==> src/rtl/cmd_sched_if.sv <==
// cmd_sched_if: request/response and target-side signals of the command
// scheduler, bundled so the scheduler and its environment share one port.
//   req_valid[1:0]      per-requester request (bit0 UART path, bit1 sequencer)
//   req0_tgt/req1_tgt   target code: 01 MGU, 10 GNU, 11 both, 00 invalid
//   req0_val/req1_val   command value
//   req_ack/req_err     one-cycle consume / reject pulses per requester
//   mgu_busy/gnu_busy   target cannot accept a command
//   mgu_cmd/gnu_cmd     registered command values
//   mgu_stb/gnu_stb     pulse on the cycle the matching cmd register updates
// slave  : the scheduler side.  master : the requester/target environment.
interface cmd_sched_if;
  logic [1:0]  req_valid;
  logic [1:0]  req0_tgt;
  logic [1:0]  req1_tgt;
  logic [15:0] req0_val;
  logic [15:0] req1_val;
  logic [1:0]  req_ack;
  logic [1:0]  req_err;
  logic        mgu_busy;
  logic        gnu_busy;
  logic [15:0] mgu_cmd;
  logic [15:0] gnu_cmd;
  logic        mgu_stb;
  logic        gnu_stb;

  modport slave (
    input  req_valid, req0_tgt, req1_tgt, req0_val, req1_val, mgu_busy, gnu_busy,
    output req_ack, req_err, mgu_cmd, gnu_cmd, mgu_stb, gnu_stb
  );

  modport master (
    output req_valid, req0_tgt, req1_tgt, req0_val, req1_val, mgu_busy, gnu_busy,
    input  req_ack, req_err, mgu_cmd, gnu_cmd, mgu_stb, gnu_stb
  );
endinterface

==> src/rtl/cmd_sched.sv <==
// cmd_sched: arbitrates two command requesters onto two targets (MGU, GNU).
// One request is in service at a time. A granted request waits until every
// addressed target is not busy and past its hold-off window, then updates the
// addressed command registers together; it is rejected on an invalid target
// code or when the wait exceeds TIMEOUT_CYCLES.
//   clk, rst  single clock, synchronous active-high reset
//   bus       cmd_sched_if.slave (requests, acks, target busy, cmd/stb)

// Per-target slice: command register, strobe and hold-off counter.
//   load   update cmd with val this edge and restart the hold-off window
//   busy   target busy input
//   ready  target can take a command now (not busy, hold-off expired)
//   cmd    registered command, stb pulses on the cycle cmd changes
module cmd_sched_tgt #(
  parameter int HOLD_CYCLES = 1000
) (
  input  logic        clk,
  input  logic        rst,
  input  logic        load,
  input  logic [15:0] val,
  input  logic        busy,
  output logic        ready,
  output logic [15:0] cmd,
  output logic        stb
);
  localparam int HW = (HOLD_CYCLES > 1) ? $clog2(HOLD_CYCLES) : 1;

  logic [HW-1:0] hold;

  assign ready = !busy && (hold == '0);

  always_ff @(posedge clk) begin
    if (rst) begin
      cmd  <= '0;
      stb  <= 1'b0;
      hold <= '0;
    end else begin
      stb <= load;
      if (load) begin
        cmd  <= val;
        // Counts down to zero while the new command is visible, so the
        // next update is spaced exactly HOLD_CYCLES after this one.
        hold <= HW'(HOLD_CYCLES - 1);
      end else if (hold != '0) begin
        hold <= hold - HW'(1);
      end
    end
  end
endmodule

module cmd_sched #(
  parameter int HOLD_CYCLES    = 1000,
  parameter int TIMEOUT_CYCLES = 50000
) (
  input logic        clk,
  input logic        rst,
  cmd_sched_if.slave bus
);
  localparam int NT = 2;  // bit0 MGU, bit1 GNU: matches the target code bits
  localparam int TW = (TIMEOUT_CYCLES > 1) ? $clog2(TIMEOUT_CYCLES) : 1;

  typedef enum logic [1:0] {IDLE, WAIT, ISSUE} state_t;

  state_t               state;
  logic                 prefer;   // requester that wins the next tie
  logic                 win_q;    // requester in service
  logic [1:0]           tgt_q;
  logic [15:0]          val_q;
  logic [TW-1:0]        tcnt;
  logic [1:0]           ack;
  logic [1:0]           err;

  logic [NT-1:0]        busy;
  logic [NT-1:0]        ready;
  logic [NT-1:0]        load;
  logic [NT-1:0]        stb;
  logic [NT-1:0][15:0]  cmd;

  logic                 winner;
  logic [1:0]           win_tgt;
  logic [15:0]          win_val;
  logic                 issue_ok;

  assign busy    = {bus.gnu_busy, bus.mgu_busy};
  assign winner  = (bus.req_valid == 2'b11) ? prefer : bus.req_valid[1];
  assign win_tgt = winner ? bus.req1_tgt : bus.req0_tgt;
  assign win_val = winner ? bus.req1_val : bus.req0_val;

  // Every addressed target ready; unaddressed targets do not matter.
  assign issue_ok = &(ready | ~tgt_q);
  assign load     = (state == WAIT && issue_ok) ? tgt_q : '0;

  generate
    for (genvar i = 0; i < NT; i++) begin : g_tgt
      cmd_sched_tgt #(.HOLD_CYCLES(HOLD_CYCLES)) u_tgt (
        .clk   (clk),
        .rst   (rst),
        .load  (load[i]),
        .val   (val_q),
        .busy  (busy[i]),
        .ready (ready[i]),
        .cmd   (cmd[i]),
        .stb   (stb[i])
      );
    end
  endgenerate

  assign bus.mgu_cmd = cmd[0];
  assign bus.gnu_cmd = cmd[1];
  assign bus.mgu_stb = stb[0];
  assign bus.gnu_stb = stb[1];
  assign bus.req_ack = ack;
  assign bus.req_err = err;

  always_ff @(posedge clk) begin
    if (rst) begin
      state  <= IDLE;
      prefer <= 1'b0;
      win_q  <= 1'b0;
      tgt_q  <= '0;
      val_q  <= '0;
      tcnt   <= '0;
      ack    <= '0;
      err    <= '0;
    end else begin
      ack <= '0;
      err <= '0;
      case (state)
        IDLE: begin
          // While an ack is visible the acked requester still holds
          // req_valid; only the cycle after counts as a new request.
          if (bus.req_valid != '0 && ack == '0) begin
            win_q  <= winner;
            prefer <= ~winner;
            tgt_q  <= win_tgt;
            val_q  <= win_val;
            tcnt   <= '0;
            if (win_tgt == 2'b00) begin
              ack <= winner ? 2'b10 : 2'b01;
              err <= winner ? 2'b10 : 2'b01;
            end else begin
              state <= WAIT;
            end
          end
        end
        WAIT: begin
          if (issue_ok) begin
            state <= ISSUE;
            ack   <= win_q ? 2'b10 : 2'b01;
          end else if (tcnt == TW'(TIMEOUT_CYCLES - 1)) begin
            state <= IDLE;
            ack   <= win_q ? 2'b10 : 2'b01;
            err   <= win_q ? 2'b10 : 2'b01;
          end else begin
            tcnt <= tcnt + TW'(1);
          end
        end
        ISSUE: state <= IDLE;  // cmd/stb/ack are visible this cycle
        default: state <= IDLE;
      endcase
    end
  end
endmodule
==> src/flat_wrapper.sv <==
// flat-port wrapper written by rule: the top's interface ports become plain ports
module cmd_sched_flat 
#(
  parameter int HOLD_CYCLES    = 1000,
  parameter int TIMEOUT_CYCLES = 50000
)
  (clk, rst, bus_req_valid, bus_req0_tgt, bus_req1_tgt, bus_req0_val, bus_req1_val, bus_mgu_busy, bus_gnu_busy, bus_req_ack, bus_req_err, bus_mgu_cmd, bus_gnu_cmd, bus_mgu_stb, bus_gnu_stb);
  cmd_sched_if bus_i ();
  input logic clk;
  input logic rst;
  input wire logic [$bits(bus_i.req_valid)-1:0] bus_req_valid;
  input wire logic [$bits(bus_i.req0_tgt)-1:0] bus_req0_tgt;
  input wire logic [$bits(bus_i.req1_tgt)-1:0] bus_req1_tgt;
  input wire logic [$bits(bus_i.req0_val)-1:0] bus_req0_val;
  input wire logic [$bits(bus_i.req1_val)-1:0] bus_req1_val;
  input wire logic [$bits(bus_i.mgu_busy)-1:0] bus_mgu_busy;
  input wire logic [$bits(bus_i.gnu_busy)-1:0] bus_gnu_busy;
  output wire logic [$bits(bus_i.req_ack)-1:0] bus_req_ack;
  output wire logic [$bits(bus_i.req_err)-1:0] bus_req_err;
  output wire logic [$bits(bus_i.mgu_cmd)-1:0] bus_mgu_cmd;
  output wire logic [$bits(bus_i.gnu_cmd)-1:0] bus_gnu_cmd;
  output wire logic [$bits(bus_i.mgu_stb)-1:0] bus_mgu_stb;
  output wire logic [$bits(bus_i.gnu_stb)-1:0] bus_gnu_stb;
  assign bus_i.req_valid = bus_req_valid;
  assign bus_i.req0_tgt = bus_req0_tgt;
  assign bus_i.req1_tgt = bus_req1_tgt;
  assign bus_i.req0_val = bus_req0_val;
  assign bus_i.req1_val = bus_req1_val;
  assign bus_i.mgu_busy = bus_mgu_busy;
  assign bus_i.gnu_busy = bus_gnu_busy;
  assign bus_req_ack = bus_i.req_ack;
  assign bus_req_err = bus_i.req_err;
  assign bus_mgu_cmd = bus_i.mgu_cmd;
  assign bus_gnu_cmd = bus_i.gnu_cmd;
  assign bus_mgu_stb = bus_i.mgu_stb;
  assign bus_gnu_stb = bus_i.gnu_stb;
  cmd_sched #(.HOLD_CYCLES(HOLD_CYCLES), .TIMEOUT_CYCLES(TIMEOUT_CYCLES)) u_core (.clk(clk), .rst(rst), .bus(bus_i));
endmodule
==> config.mk <==
export PLATFORM = sky130hd
export DESIGN_NAME = cmd_sched_flat
export DESIGN_NICKNAME = d
export VERILOG_FILES = /design/src/rtl/cmd_sched_if.sv /design/src/rtl/cmd_sched.sv /design/src/flat_wrapper.sv
export SDC_FILE = /design/constraint.sdc
export NUM_CORES = 1
export LEC_CHECK = 0
export ABC_CLOCK_PERIOD_IN_PS = 4500
export CAP_MARGIN = 20
export CORE_ASPECT_RATIO = 0.75
export CORE_MARGIN = 4
export CORE_UTILIZATION = 50
export DETAILED_ROUTE_END_ITERATION = 8
export HOLD_SLACK_MARGIN = 0.03
export PLACE_DENSITY = 0.77
export SLEW_MARGIN = 20
export SYNTH_ARGS = -nofsm -noshare
export SYNTH_HDL_FRONTEND = slang
export SYNTH_SLANG_ARGS = --single-unit
export TNS_END_PERCENT = 30
==> constraint.sdc <==
create_clock -name clk -period 4.5 [get_ports clk]
set_input_delay 0.9 -clock clk [delete_from_list [all_inputs] [get_ports clk]]
set_output_delay 0.9 -clock clk [all_outputs]
set_load 0.02 [all_outputs]
==> results of run 1 <==
[registers in the layout, summed over array words and instances (netlist names)]
name	flops
u_core.bus.req_ack	2
u_core.bus.req_err	2
u_core.g_tgt.u_tgt.cmd	32
u_core.g_tgt.u_tgt.hold	20
u_core.g_tgt.u_tgt.stb	2
u_core.prefer	1
u_core.state	2
u_core.tcnt	16
u_core.tgt_q	2
u_core.val_q	16
u_core.win_q	1
[placed cells by master (no fill, tap or decap), types with 5 or more instances in the layout]
cell type,instances
nand2_1,20
clkbuf_16,9
ha_1,5
nor3_1,8
clkdlybuf4s50_1,78
a21oi_1,49
nand3_1,31
o21ai_0,17
mux2i_1,36
nor2_1,53
inv_1,10
dfxtp_1,96
a211oi_1,20
o211ai_1,8
xnor2_1,7
or3_1,9
buf_4,5
nand4_1,6
[stage by stage]
step,instances,hold slack [ps],worst slack [ps]
finish,658,482,1480
global route,658,516,1340
global placement,642,466,1250
detailed placement,642,474,1180
floorplan,477,457,2140
CTS,658,484,1530
[how the worst min path moves through the flow]
stage | slack, ps | from | end | cells past startpoint
finish | 480 | u_core.g_tgt[1].u_tgt.cmd[9] | u_core.g_tgt[1].u_tgt.cmd[9] | 2
CTS | 480 | u_core.g_tgt[1].u_tgt.cmd[9] | u_core.g_tgt[1].u_tgt.cmd[9] | 2
global placement | 470 | u_core.g_tgt[1].u_tgt.cmd[6] | u_core.g_tgt[1].u_tgt.cmd[6] | 2
global route | 520 | u_core.val_q[15] | u_core.g_tgt[1].u_tgt.cmd[15] | 2
floorplan | 460 | u_core.val_q[0] | u_core.g_tgt[1].u_tgt.cmd[0] | 2
detailed placement | 470 | u_core.g_tgt[1].u_tgt.cmd[9] | u_core.g_tgt[1].u_tgt.cmd[9] | 2
[power by group through the flow]
| stage | clock, mW | sequential, mW | combinational (mW) |
|---|---|---|---|
| detailed placement | 0 | 1.12 | 0.941 |
| finish | 0.796 | 1.11 | 0.962 |
| CTS | 0.805 | 1.10 | 0.947 |
| floorplan | 0 | 1.10 | 0.739 |
| global placement | 0 | 1.12 | 0.913 |
| global route | 0.841 | 1.13 | 1.07 |
[kinds of logic (layout without fill, tap and decap cells)]
kind of cell	after synthesis	after routing	share of synthesized area (%)
XOR/XNOR	11	11	2.22
AND/OR/NAND/NOR	170	170	21.4
adder cells (fa/ha/maj)	5	5	1.44
buffers and inverters	37	110	3.77
flip-flops	96	96	44.2
multiplexers	37	37	8.55
AO/OA/AOI/OAI	121	121	18.4
[worst min-delay path, cell delays in order (launching register included)]
cell	delay, ps
dfxtp_1	310
o21ai_0	70
a21oi_1	60
[per-layer routing]
metal | track usage (%) | wire length, um | up-vias
met4 | 6.43 | 191 | 0
met3 | 6.84 | 741 | 19
met1 | 31.0 | 5220 | 1790
met5 | 0 | 0 | -
li1 | - | - | 1886
met2 | 32.0 | 4520 | 147
[cell type report]
| class | instances | area, um^2 | share of cell area [%] |
|---|---|---|---|
| Multi-Input combinational cell | 344 | 2280 | 41.3 |
| Tap cell | 108 | 135 | 2.45 |
| Inverter | 10 | 37.5 | 0.681 |
| Clock inverter | 4 | 51.3 | 0.930 |
| Clock buffer | 12 | 267 | 4.83 |
| Sequential cell | 96 | 1920 | 34.9 |
| Timing Repair Buffer | 84 | 823 | 14.9 |
==> flow_summary.json, run 1 <==
{
  "status": "complete, no violations",
  "worst_path_largest_cell_delay_ps": 630,
  "clock_path_buffers": 2,
  "p_sw_share_pct": 36.1,
  "cts.sinks": 96,
  "diodes": 0,
  "clkPwrFrac_pct": 27.8,
  "path_depth": 6,
  "drc": 0,
  "final_core_utilization_pct": 65.2,
  "track_usage_pct": 21.8,
  "gp_congestion": 0.832,
  "reg2reg_to": "u_core.g_tgt[0].u_tgt.hold[7]",
  "synth_top_area_share_pct": 44.2,
  "synth_edf_count": 0,
  "fin_skew_ps": 7.64,
  "yosys_register_bits": 96,
  "synth_async_sr_flop_share_pct": 0,
  "cts.clk_slew.worst_paths_ps": 70,
  "min_period_over_period_pct": 67.1,
  "grt_pass1_vias": 3675,
  "slew_violations": 0,
  "setup_viol": 0,
  "syn-num-nets": 524,
  "root_buffer": "clkbuf_16",
  "cp_cell_sequence": "clkdlybuf4s50_1, o31ai_1, nand2_2, nor3_4, nand3_1, a21oi_1",
  "cp_num_buf_inv": 1,
  "worstPathRequired_ps": 4770,
  "syn_area_mm2": 0.00434,
  "synth.most_common_cell": "dfxtp_1",
  "io_pins": 80,
  "seq_power_share_pct": 38.7,
  "maxCapViolations": 0,
  "nFillCells": 699,
  "synth.distinct_cells": 57,
  "synth_cells": 477,
  "r2r_start": "u_core.g_tgt[1].u_tgt.hold[0]",
  "vias_per_cell": 5.84,
  "crit_end": "u_core.g_tgt[0].u_tgt.hold[7]",
  "worstHoldPathType": "register to register",
  "dieArea_mm2": 0.0103,
  "synth_seq_area_share_pct": 44.2,
  "rrSetupSlack_ps": 1890,
  "area_delta_synth_final_pct": 26.9,
  "path_max_fanout": 18,
  "die-width_um": 116,
  "irDropWorstVdd_uv": 417,
  "tightestPinTransition_ps": 744,
  "drt_wl_total_um": 10700,
  "cts_tree": "yes",
  "maxSlewHeadroom_pct": 50.3,
  "grt_start_max_net_pins": 53,
  "initial_core_util_pct": 51.4,
  "p_leak_nw": 1.92,
  "cp-start-kind": "input port",
  "max_freq_ghz": 0.331,
  "synth.area.top_cells": "dfxtp_1 (44%), mux2i_1 (8.3%), a21oi_1 (5.6%), nor2_1 (4.6%), nand3_1 (3.6%)",
  "crit_family": "simple AND/OR/NAND/NOR gates",
  "cts-buffers-inserted": 9,
  "worstSetupPathType": "input port to register",
  "postCtsHoldBufs": 0,
  "io_buffers": 79,
  "post_drt_wl_per_cell_um": 16.2,
  "crit_slowest_cell": "nor3_4",
  "yosysWarnings": 0,
  "internal_power_mw": 1.83,
  "p_comb_share_pct": 33.6,
  "p_sw_mw": 1.03,
  "final_area_mm2": 0.00551,
  "total_power_mw": 2.87,
  "core_mm2": 0.00845,
  "h-tree-depth": 3,
  "synthTopCellsByCount": "dfxtp_1 (96), nor2_1 (53), a21oi_1 (49), mux2i_1 (36), nand3_1 (31)",
  "die_y_um": 88.7,
  "drt_iter0_markers": 254,
  "dp_hpwl_um": 7620,
  "clkLatencyLatePin_ps": 340,
  "ys.flop_type": "dfxtp_1",
  "yosysTopAreaCell": "dfxtp_1",
  "crit_start": "bus_gnu_busy",
  "p_per_area_mw_per_mm2": 520,
  "cp-end-kind": "register",
  "cp_data_arrival_time_ps": 3290,
  "dr.pass1.iters": 5,
  "vias": 3842,
  "antenna_found_initial": 0,
  "avgSynthCellArea_um2": 9.11,
  "fin_nets": 592,
  "rows": 29,
  "hold_viol": 0,
  "grt_overflow": 0,
  "cts_setup_buffers": 0,
  "rr_worst_depth": 7,
  "fin_setup_tns_ps": 0,
  "cts_resized": 0,
  "placed_area_mm2": 0.00519,
  "rsz0062_at_grt": "false",
  "period_needed_ps": 3020,
  "grt_pass1_wl_um": 17800,
  "ant_nets": 0,
  "drive_above_1_share_pct": 8.91
}
Note: power is estimated with default switching activity, not from simulation.
==> inputs of run 2 (changes only) <==
- ABC_CLOCK_PERIOD_IN_PS: 4500 -> 3000
- clock period: 4.5 -> 3 ns (I/O delays scaled with it)
==> run 2 against run 1 <==
Via count hardly changed; clock power is 76% higher; first-iteration DRC count is 0.79% higher; clock-buffer cell count is 2 lower; largest cell class unchanged.
==> flow_summary.json, run 2 (same netlist as run 1, synthesis figures left out) <==
{
  "reg_top3": "u_core.g_tgt.u_tgt.cmd x32, u_core.g_tgt.u_tgt.hold x20",
  "grt_overflow": 0,
  "die-width_um": 116,
  "crit_family": "simple AND/OR/NAND/NOR gates",
  "initial_core_util_pct": 51.4,
  "fin_skew_ps": 9.00,
  "internal_power_mw": 2.96,
  "min_period_over_period_pct": 80.4,
  "place_worst_setup_slack_ps": 274,
  "clock_path_buffers": 2,
  "grt_pass1_vias": 3692,
  "layout_setup_ws_ps": 589,
  "cts.sinks": 96,
  "cp-start-kind": "input port",
  "p_sw_mw": 1.57,
  "multi_input_area_mm2": 0.00227,
  "period_needed_ps": 2410,
  "dieArea_mm2": 0.0103,
  "register_area_mm2": 0.00192,
  "crit_slowest_cell": "or3_1",
  "worst_path_largest_cell_delay_ps": 650,
  "maxSlewHeadroom_pct": 55.7,
  "worstHoldPathType": "register to register",
  "hold_viol": 0,
  "seq_power_share_pct": 36.9,
  "dp_hpwl_um": 7710,
  "cp_cell_sequence": "clkdlybuf4s50_1, o31ai_1, nand2_2, or3_1, o21ai_0, a21oi_1",
  "post_drt_wl_per_cell_um": 16.3,
  "final_common_cell": "dfxtp_1",
  "die_y_um": 88.7,
  "p_comb_share_pct": 32.2,
  "largest_reg_flops": 32,
  "slew_violations": 0,
  "total_power_mw": 4.53,
  "postCtsHoldBufs": 0,
  "fin_nets": 597,
  "irDropWorstVdd_uv": 580,
  "maxCapViolations": 0,
  "cts_setup_buffers": 0,
  "fin_cells": 663,
  "h-tree-depth": 3,
  "track_usage_pct": 22.1,
  "clkPwrFrac_pct": 30.9,
  "vias_per_cell": 5.80,
  "status": "complete, no violations",
  "cp_num_buf_inv": 1,
  "diodes": 0,
  "p_leak_nw": 1.98,
  "vias": 3845,
  "drt_wl_total_um": 10800,
  "p_sw_share_pct": 34.7,
  "max_freq_ghz": 0.415,
  "worst_hold_slack_ps": 478,
  "cp-end-kind": "register",
  "dr.pass1.iters": 5,
  "area_delta_synth_final_pct": 29.2,
  "drc": 0,
  "nFillCells": 690,
  "io_buffers": 79,
  "grt_start_max_net_pins": 42,
  "regMostFlops": "u_core.g_tgt.u_tgt.cmd",
  "fin_setup_tns_ps": 0,
  "drive_above_1_share_pct": 9.37,
  "setup_viol": 0,
  "rsz0062_at_grt": "false",
  "drt_iter0_markers": 256,
  "gp_congestion": 0.786,
  "io_pins": 80,
  "rows": 29,
  "core_mm2": 0.00845,
  "placed_cells": 647,
  "antenna_found_initial": 0,
  "cp_data_arrival_time_ps": 2630,
  "worstSetupPathType": "input port to register",
  "root_buffer": "clkbuf_16",
  "layout_common_cells": "dfxtp_1 (96), clkdlybuf4s50_1 (78), nor2_1 (53), a21oi_1 (49), mux2i_1 (36)",
  "cts.clk_slew.worst_paths_ps": 70,
  "cts-buffers-inserted": 9,
  "cts_resized": 0,
  "ant_nets": 0,
  "tightestPinTransition_ps": 665,
  "path_max_fanout": 17,
  "worstPathRequired_ps": 3220,
  "grt_pass1_wl_um": 18000,
  "p_per_area_mw_per_mm2": 807,
  "cts_tree": "yes",
  "clkLatencyLatePin_ps": 350
}
==> run 2: final timing paths <==
check,startpoint,to,slack [ps],cells after the start
worst max-delay path,bus_gnu_busy,u_core.g_tgt[1].u_tgt.cmd[4],590,6
worst min register to register,u_core.g_tgt[1].u_tgt.cmd[8],u_core.g_tgt[1].u_tgt.cmd[8],480,2
worst min-delay path,u_core.g_tgt[1].u_tgt.cmd[8],u_core.g_tgt[1].u_tgt.cmd[8],480,2
worst max register to register,u_core.g_tgt[0].u_tgt.hold[0],u_core.g_tgt[0].u_tgt.cmd[1],620,8
==> run 2: power groups by stage <==
stage	Sequential [mW]	Clock (mW)	Combinational, mW
4_1_cts	1.66	1.43	1.46
6_report	1.67	1.40	1.46
3_5_place_dp	1.69	0	1.44
2_1_floorplan	1.65	0	1.11
5_1_grt	1.70	1.47	1.64
3_3_place_gp	1.68	0	1.39
==> run 2: area by class of cell <==
type | instances | share of cell area [%]
Timing Repair Buffer | 89 | 15.6
Clock buffer | 10 | 4.08
Clock inverter | 6 | 2.50
Tap cell | 108 | 2.41
Multi-Input combinational cell | 344 | 40.5
Sequential cell | 96 | 34.2
Inverter | 10 | 0.669
==> run 2: worst register-to-register path: cells and delay by family (launching register included) <==
| family | cells | cell delay (ps) |
|---|---|---|
| muxes | 1 | 220 |
| DFF | 1 | 310 |
| adders and majority gates | 1 | 190 |
| buffers and inverters | 2 | 410 |
| and+or+nand+nor | 4 | 1120 |
==> run 2: through the flow <==
step           utilization (%)  cell area, um^2
2_1_floorplan                -             4340
3_3_place_gp              62.0             5240
3_5_place_dp              62.0             5240
4_1_cts                   66.3             5610
5_1_grt                   66.4             5610
6_report                  66.4             5610
==> run 2: metal layers <==
metal / GRT usage (%) / wire length [um]
met3: 6.08 / 673
met2: 34.6 / 4810
met4: 5.37 / 112
met5: 0 / 0
met1: 30.7 / 5180
